===== src/rtl/ltssm_link_trainer.sv =====
// Link-training sequencer for ltssm_fsm: walks it through the TS word sequence,
// retries failed or stalled attempts and reports link_up / link_fail upward.
module ltssm_link_trainer #(
    parameter int TIMEOUT_CYC = 64,
    parameter int MAX_RETRY   = 3,
    parameter int RST_CYC     = 4,
    localparam int RW = (MAX_RETRY > 0) ? $clog2(MAX_RETRY + 1) : 1
) (
    input  logic          clk,
    input  logic          rst,
    input  logic          train_req,
    input  logic [3:0]    ltssm_state,
    output logic          ltssm_rst_n,
    output logic          ts_valid,
    output logic [31:0]   ts_data,
    output logic          busy,
    output logic          link_up,
    output logic          link_fail,
    output logic [RW-1:0] retry_cnt
);

    localparam int TMAX = (TIMEOUT_CYC > RST_CYC) ? TIMEOUT_CYC : RST_CYC;
    localparam int TW   = $clog2(TMAX + 1);

    localparam logic [TW-1:0] TMO_LAST  = TW'(TIMEOUT_CYC - 1);
    localparam logic [TW-1:0] RST_LAST  = TW'(RST_CYC - 1);
    localparam logic [RW-1:0] RETRY_MAX = RW'(MAX_RETRY);

    localparam logic [3:0] LT_PACT  = 4'd1;
    localparam logic [3:0] LT_PCFG  = 4'd2;
    localparam logic [3:0] LT_LNW   = 4'd3;
    localparam logic [3:0] LT_CCPL  = 4'd4;
    localparam logic [3:0] LT_CIDLE = 4'd5;
    localparam logic [3:0] LT_L0    = 4'd6;
    localparam logic [3:0] LT_RECOV = 4'd7;

    localparam logic [31:0] TS_DET   = 32'hAAAA_AAAA;
    localparam logic [31:0] TS_PACT  = 32'hBBBB_BBBB;
    localparam logic [31:0] TS_PCFG  = 32'hCCCC_CCCC;
    localparam logic [31:0] TS_CIDLE = 32'hDDDD_DDDD;

    typedef enum logic [3:0] {
        S_IDLE,
        S_LRST,
        S_TX_DET,
        S_TX_PACT,
        S_TX_PCFG,
        S_WAIT,
        S_TX_CIDLE,
        S_LINK_UP,
        S_FAIL
    } state_t;

    state_t        state;
    state_t        state_next;
    state_t        adv_state;
    logic [TW-1:0] timer;
    logic          in_tx;
    logic          exp_met;
    logic          attempt_fail;
    logic          retry_clear;
    logic          retry_bump;
    logic          hold_rst;
    logic          timed;

    // State register plus the flops that depend on the chosen transition
    always_ff @(posedge clk) begin
        if (rst) begin
            state       <= S_IDLE;
            timer       <= '0;
            retry_cnt   <= '0;
            ltssm_rst_n <= 1'b0;
        end else begin
            state       <= state_next;
            ltssm_rst_n <= !hold_rst;
            if ((state_next != state) || !timed) begin
                timer <= '0;
            end else begin
                timer <= timer + 1'b1;
            end
            if (retry_clear) begin
                retry_cnt <= '0;
            end else if (retry_bump && (retry_cnt != RETRY_MAX)) begin
                retry_cnt <= retry_cnt + 1'b1;
            end
        end
    end

    always_comb begin
        in_tx     = 1'b0;
        exp_met   = 1'b0;
        adv_state = state;
        unique case (state)
            S_TX_DET: begin
                in_tx     = 1'b1;
                exp_met   = (ltssm_state == LT_PACT);
                adv_state = S_TX_PACT;
            end
            S_TX_PACT: begin
                in_tx     = 1'b1;
                exp_met   = (ltssm_state == LT_PCFG);
                adv_state = S_TX_PCFG;
            end
            S_TX_PCFG: begin
                in_tx     = 1'b1;
                exp_met   = (ltssm_state == LT_LNW) || (ltssm_state == LT_CCPL) ||
                            (ltssm_state == LT_CIDLE);
                adv_state = S_WAIT;
            end
            S_WAIT: begin
                in_tx     = 1'b1;
                exp_met   = (ltssm_state == LT_CIDLE);
                adv_state = S_TX_CIDLE;
            end
            S_TX_CIDLE: begin
                in_tx     = 1'b1;
                exp_met   = (ltssm_state == LT_L0);
                adv_state = S_LINK_UP;
            end
            default: ;
        endcase
    end

    // Next state: stop request beats recovery, which beats a match, which beats timeout
    always_comb begin
        state_next   = state;
        attempt_fail = 1'b0;
        if (!train_req) begin
            state_next = S_IDLE;
        end else if (in_tx) begin
            if (ltssm_state == LT_RECOV) begin
                attempt_fail = 1'b1;
            end else if (exp_met) begin
                state_next = adv_state;
            end else if (timer == TMO_LAST) begin
                attempt_fail = 1'b1;
            end
            if (attempt_fail) begin
                state_next = (retry_cnt == RETRY_MAX) ? S_FAIL : S_LRST;
            end
        end else begin
            unique case (state)
                S_IDLE:    state_next = S_LRST;
                S_LRST:    if (timer == RST_LAST) state_next = S_TX_DET;
                S_LINK_UP: if (ltssm_state != LT_L0) state_next = S_LRST;
                default:   state_next = state;
            endcase
        end
    end

    always_comb begin
        timed       = in_tx || (state == S_LRST);
        hold_rst    = (state_next == S_IDLE) || (state_next == S_LRST) ||
                      (state_next == S_FAIL);
        retry_bump  = attempt_fail && (state_next == S_LRST);
        // A fresh training request or a lost link starts a new retry budget
        retry_clear = (state_next == S_LRST) &&
                      ((state == S_IDLE) || (state == S_LINK_UP));
    end

    always_comb begin
        ts_valid  = 1'b0;
        ts_data   = '0;
        busy      = 1'b0;
        link_up   = 1'b0;
        link_fail = 1'b0;
        unique case (state)
            S_LRST: busy = 1'b1;
            S_TX_DET: begin
                busy     = 1'b1;
                ts_valid = 1'b1;
                ts_data  = TS_DET;
            end
            S_TX_PACT: begin
                busy     = 1'b1;
                ts_valid = 1'b1;
                ts_data  = TS_PACT;
            end
            S_TX_PCFG: begin
                busy     = 1'b1;
                ts_valid = 1'b1;
                ts_data  = TS_PCFG;
            end
            S_WAIT: busy = 1'b1;
            S_TX_CIDLE: begin
                busy     = 1'b1;
                ts_valid = 1'b1;
                ts_data  = TS_CIDLE;
            end
            S_LINK_UP: link_up   = 1'b1;
            S_FAIL:    link_fail = 1'b1;
            default: ;
        endcase
    end

endmodule

===== config.mk =====
export PLATFORM = sky130hd
export DESIGN_NAME = ltssm_link_trainer
export DESIGN_NICKNAME = d
export VERILOG_FILES = /design/src/rtl/ltssm_link_trainer.sv
export SDC_FILE = /design/constraint.sdc
export NUM_CORES = 1
export LEC_CHECK = 0
export CORE_AREA = 3 3 59 61
export CTS_CLUSTER_SIZE = 10
export DETAILED_ROUTE_END_ITERATION = 10
export DIE_AREA = 0 0 62 64
export PLACE_DENSITY = 0.83
export SETUP_SLACK_MARGIN = 0.3
export SLEW_MARGIN = 20
export SYNTH_ARGS = -nofsm -noshare
export SYNTH_HDL_FRONTEND = slang
export SYNTH_SLANG_ARGS = --single-unit

===== constraint.sdc =====
create_clock -name clk -period 3 [get_ports clk]
set_clock_uncertainty 0.05 [all_clocks]
set_input_delay 0.6 -clock clk [delete_from_list [all_inputs] [get_ports clk]]
set_output_delay 0.6 -clock clk [all_outputs]
set_load 0.05 [all_outputs]

==> key figures <==
Outcome
  – Status: finished clean

Global routing
  – Remaining Overflow, GRT: 0
  – GRT Util Overall: 17.7%
  – Largest net degree at the start of global routing: 22
  – Global-route wire length before repair: 5.50 mm
  – Initial antenna violation count: 0
  – Vias in the first global route: 1210

Setup path
  – Critical Path Source Type: input pin
  – Worst Path Arrival: 2.82 ns
  – Crit Reg-Reg Endpoint: ltssm_rst_n
  – FF-to-FF setup slack: 0.42 ns
  – Reg2Reg Depth: 6
  – Crit path max fanout: 4
  – Crit path launch: ltssm_state[3]
  – Critical path class: input pin to register
  – Worst reg2reg startpoint: state[1]
  – Req. time, crit path: 3.14 ns
  – CP Capture Type: register
  – Termination of the worst setup path: ltssm_rst_n

Timing
  – Period utilization: 89.4%
  – Relative slew margins: 66.3%
  – Post-route minimum period: 2.68 ns
  – Max frequency: 0.373 GHz
  – Setup TNS: 0 ns
  – RSZ-0062 raised after global routing: yes
  – Final Hold Slack: 0.437 ns
  – Max Slew Vio Count: 0
  – Worst-Margin Slew: 0.505 ns
  – Worst Setup Slack, final: 0.318 ns
  – Final hold vios: 0
  – Setup violations, final: 0

Route
  – Drt first-iter violations: 47
  – Detail Route Antenna Nets: 0
  – Routed len/inst: 15.6 um
  – Vias per inst: 5.87
  – DR pass1 iterations: 4
  – Routed Wire Length: 3.57 mm
  – # DRC: 0
  – Via total after detailed routing: 1345

Layout
  – Area Growth Syn to Fin: 23.4%
  – Post-Route Utilization: 56.7%
  – Final net count: 196
  – Fin area: 1720 um^2
  – Diode count: 0
  – Fraction of layout cells with a size suffix above 1: 36.8%
  – Post-route insts no fill: 229

Synthesis
  – Register area share after synthesis: 20.1%
  – Dominant synthesized flop cell: dfxtp_1
  – Library cells used by synthesis: 55
  – Asr flop ratio synth: 0%
  – Synthesized area per cell: 8.38 um^2
  – Gate count after technology mapping: 166
  – Number of synthesized register bits: 14
  – YS warnings: 0
  – Syn nets: 175
  – Synth Cell Area: 1390 um^2
  – EDFF count, synth: 0

Pwr
  – Combinational share of power: 15.3%
  – Clock Power Share: 30.6%
  – Net load switching power: 0.0962 mW
  – Pwr Total: 0.354 mW
  – Sequential share of power: 54.2%
  – Net Sw Frac: 27.2%
  – PD cells: 206 nW/um^2
  – Leakage: 0.703 nW
  – Internal power: 0.258 mW
  – Maximum vdd drop: 0.235 mV

Placement
  – Placed inst area: 1620 um^2
  – Place WS: -0.0166 ns
  – Post-detail-place hpwl: 2.60 mm
  – IO Port Bufs: 45
  – Final RePlAce weighted congestion: 0.883
  – Placed insts: 226

Floorplan
  – Die area: 3970 um^2
  – Initial Util: 46.0%
  – Chip width: 62 um
  – # IOs: 46
  – Rows: 20
  – Core ar.: 3030 um^2
  – Chip Height: 64 um

Clock tree
  – CTS sink cnt: 14
  – CTS hold repair buffers: 0
  – TritonCTS buffer count: 3
  – Worst-skew pair later-pin latency: 0.28 ns
  – Clock Pin Slew Worst Setup and Hold Paths: 0.09 ns
  – H-tree depth: 1
  – # Post-CTS Setup Buffers: 0
  – CTS tree: done
  – Clock Tree Root: clkbuf_4
  – Max clock buf depth: 2

Worst hold path
  – Hold wc startpoint: timer[0]
  – Hold crit path type: register to register

Job
  – Max Cap Viol: 0
-- how the worst min path moves through the flow --
stage                     to  slack [ns]  cells past startpoint
floorplan           timer[0]        0.38                      1
global placement    timer[0]        0.39                      1
detailed placement  timer[0]        0.42                      1
CTS                 timer[0]        0.43                      1
global route        timer[0]        0.45                      1
finish              timer[0]        0.44                      1
-- cell families (layout without fill, tap and decap cells) --
| family | after synthesis | count (layout) | synth area share (%) |
|---|---|---|---|
| AO/OA/AOI/OAI | 40 | 40 | 23.7 |
| multiplexers | 2 | 2 | 1.44 |
| flip-flops | 14 | 14 | 20.1 |
| AND/OR/NAND/NOR | 65 | 65 | 30.4 |
| buffers and inverters | 37 | 56 | 18.3 |
| XOR/XNOR | 6 | 6 | 4.32 |
| adder cells (fa/ha/maj) | 2 | 2 | 1.80 |
-- area by class of cell --
class	instances	area (um^2)
flip-flops and latches	14	283
clock buffers	3	22.5
multi-input cells	115	932
repair buffers	51	417
well taps	44	55.1
fillers	259	1310
inverters	2	7.51
-- layout by cell type (no fill, tap or decap), drive strengths merged, types with 4 or more instances in the layout --
cell	netlist	routed
buf	33	40
dfxtp	14	14
a21oi	11	11
nor2	10	10
nand2	9	9
o21ai	8	8
clkdlybuf4s50	0	7
nor3	5	5
nand2b	4	4
a31oi	4	4
-- power by group through the flow --
| stage | sequential, mW | clock, mW | combinational [mW] |
|---|---|---|---|
| 2_1_floorplan | 0.192 | 0 | 0.0331 |
| 3_3_place_gp | 0.195 | 0 | 0.0487 |
| 3_5_place_dp | 0.196 | 0 | 0.0500 |
| 4_1_cts | 0.192 | 0.109 | 0.0507 |
| 5_1_grt | 0.192 | 0.117 | 0.0577 |
| 6_report | 0.192 | 0.108 | 0.0541 |
-- registers in the layout, indices dropped and copies added, names as in the netlist --
signal       cells
ltssm_rst_n      1
retry_cnt        2
timer            7
state            4
-- worst max-delay path: stages --
cell and delay [ns]:
clkdlybuf4s50_1 0.46, or4b_1 0.54, a31oi_4 0.28, nor3_1 0.13
or4_1 0.58, o31ai_2 0.24
-- cells in the mapped netlist (2+ instances only) --
master     instances  area, um^2
buf_4             30         225
dfxtp_1           14         280
a21oi_1           11        55.1
nor2_1            10        37.5
nand2_1            9        33.8
o21ai_0            8        40.0
nor3_1             5        25.0
nand2b_1           4        25.0
and3_1             3        18.8
nand3_1            3        15.0
nand3b_1           3        22.5
nand4bb_1          3        33.8
nor2b_1            3        18.8
nor4b_1            3        26.3
xnor2_1            3        26.3
a311oi_1           2        17.5
a31oi_1            2        12.5
buf_2              2        10.0
clkbuf_1           2        7.51
ha_1               2        25.0
inv_1              2        7.51
mux2i_1            2        20.0
nand4b_1           2        17.5
nor4_1             2        12.5
o21a_1             2        15.0
o21bai_1           2        15.0
or2_2              2        12.5
or4_1              2        15.0
xor2_1             2        17.5
-- timing repair --
item,CTS,global route
resized for setup,5,11
endpoints found under the setup margin,4,12
pin swaps,0,3
-- layer usage --
metal,vias to the layer above,GRT usage [%],wire length [um]
met1,620,23.6,1470
met5,-,0,0
met3,16,3.43,321
li1,623,-,-
met2,86,27.2,1640
met4,0,7.43,135
(Power assumes the default switching activity.)
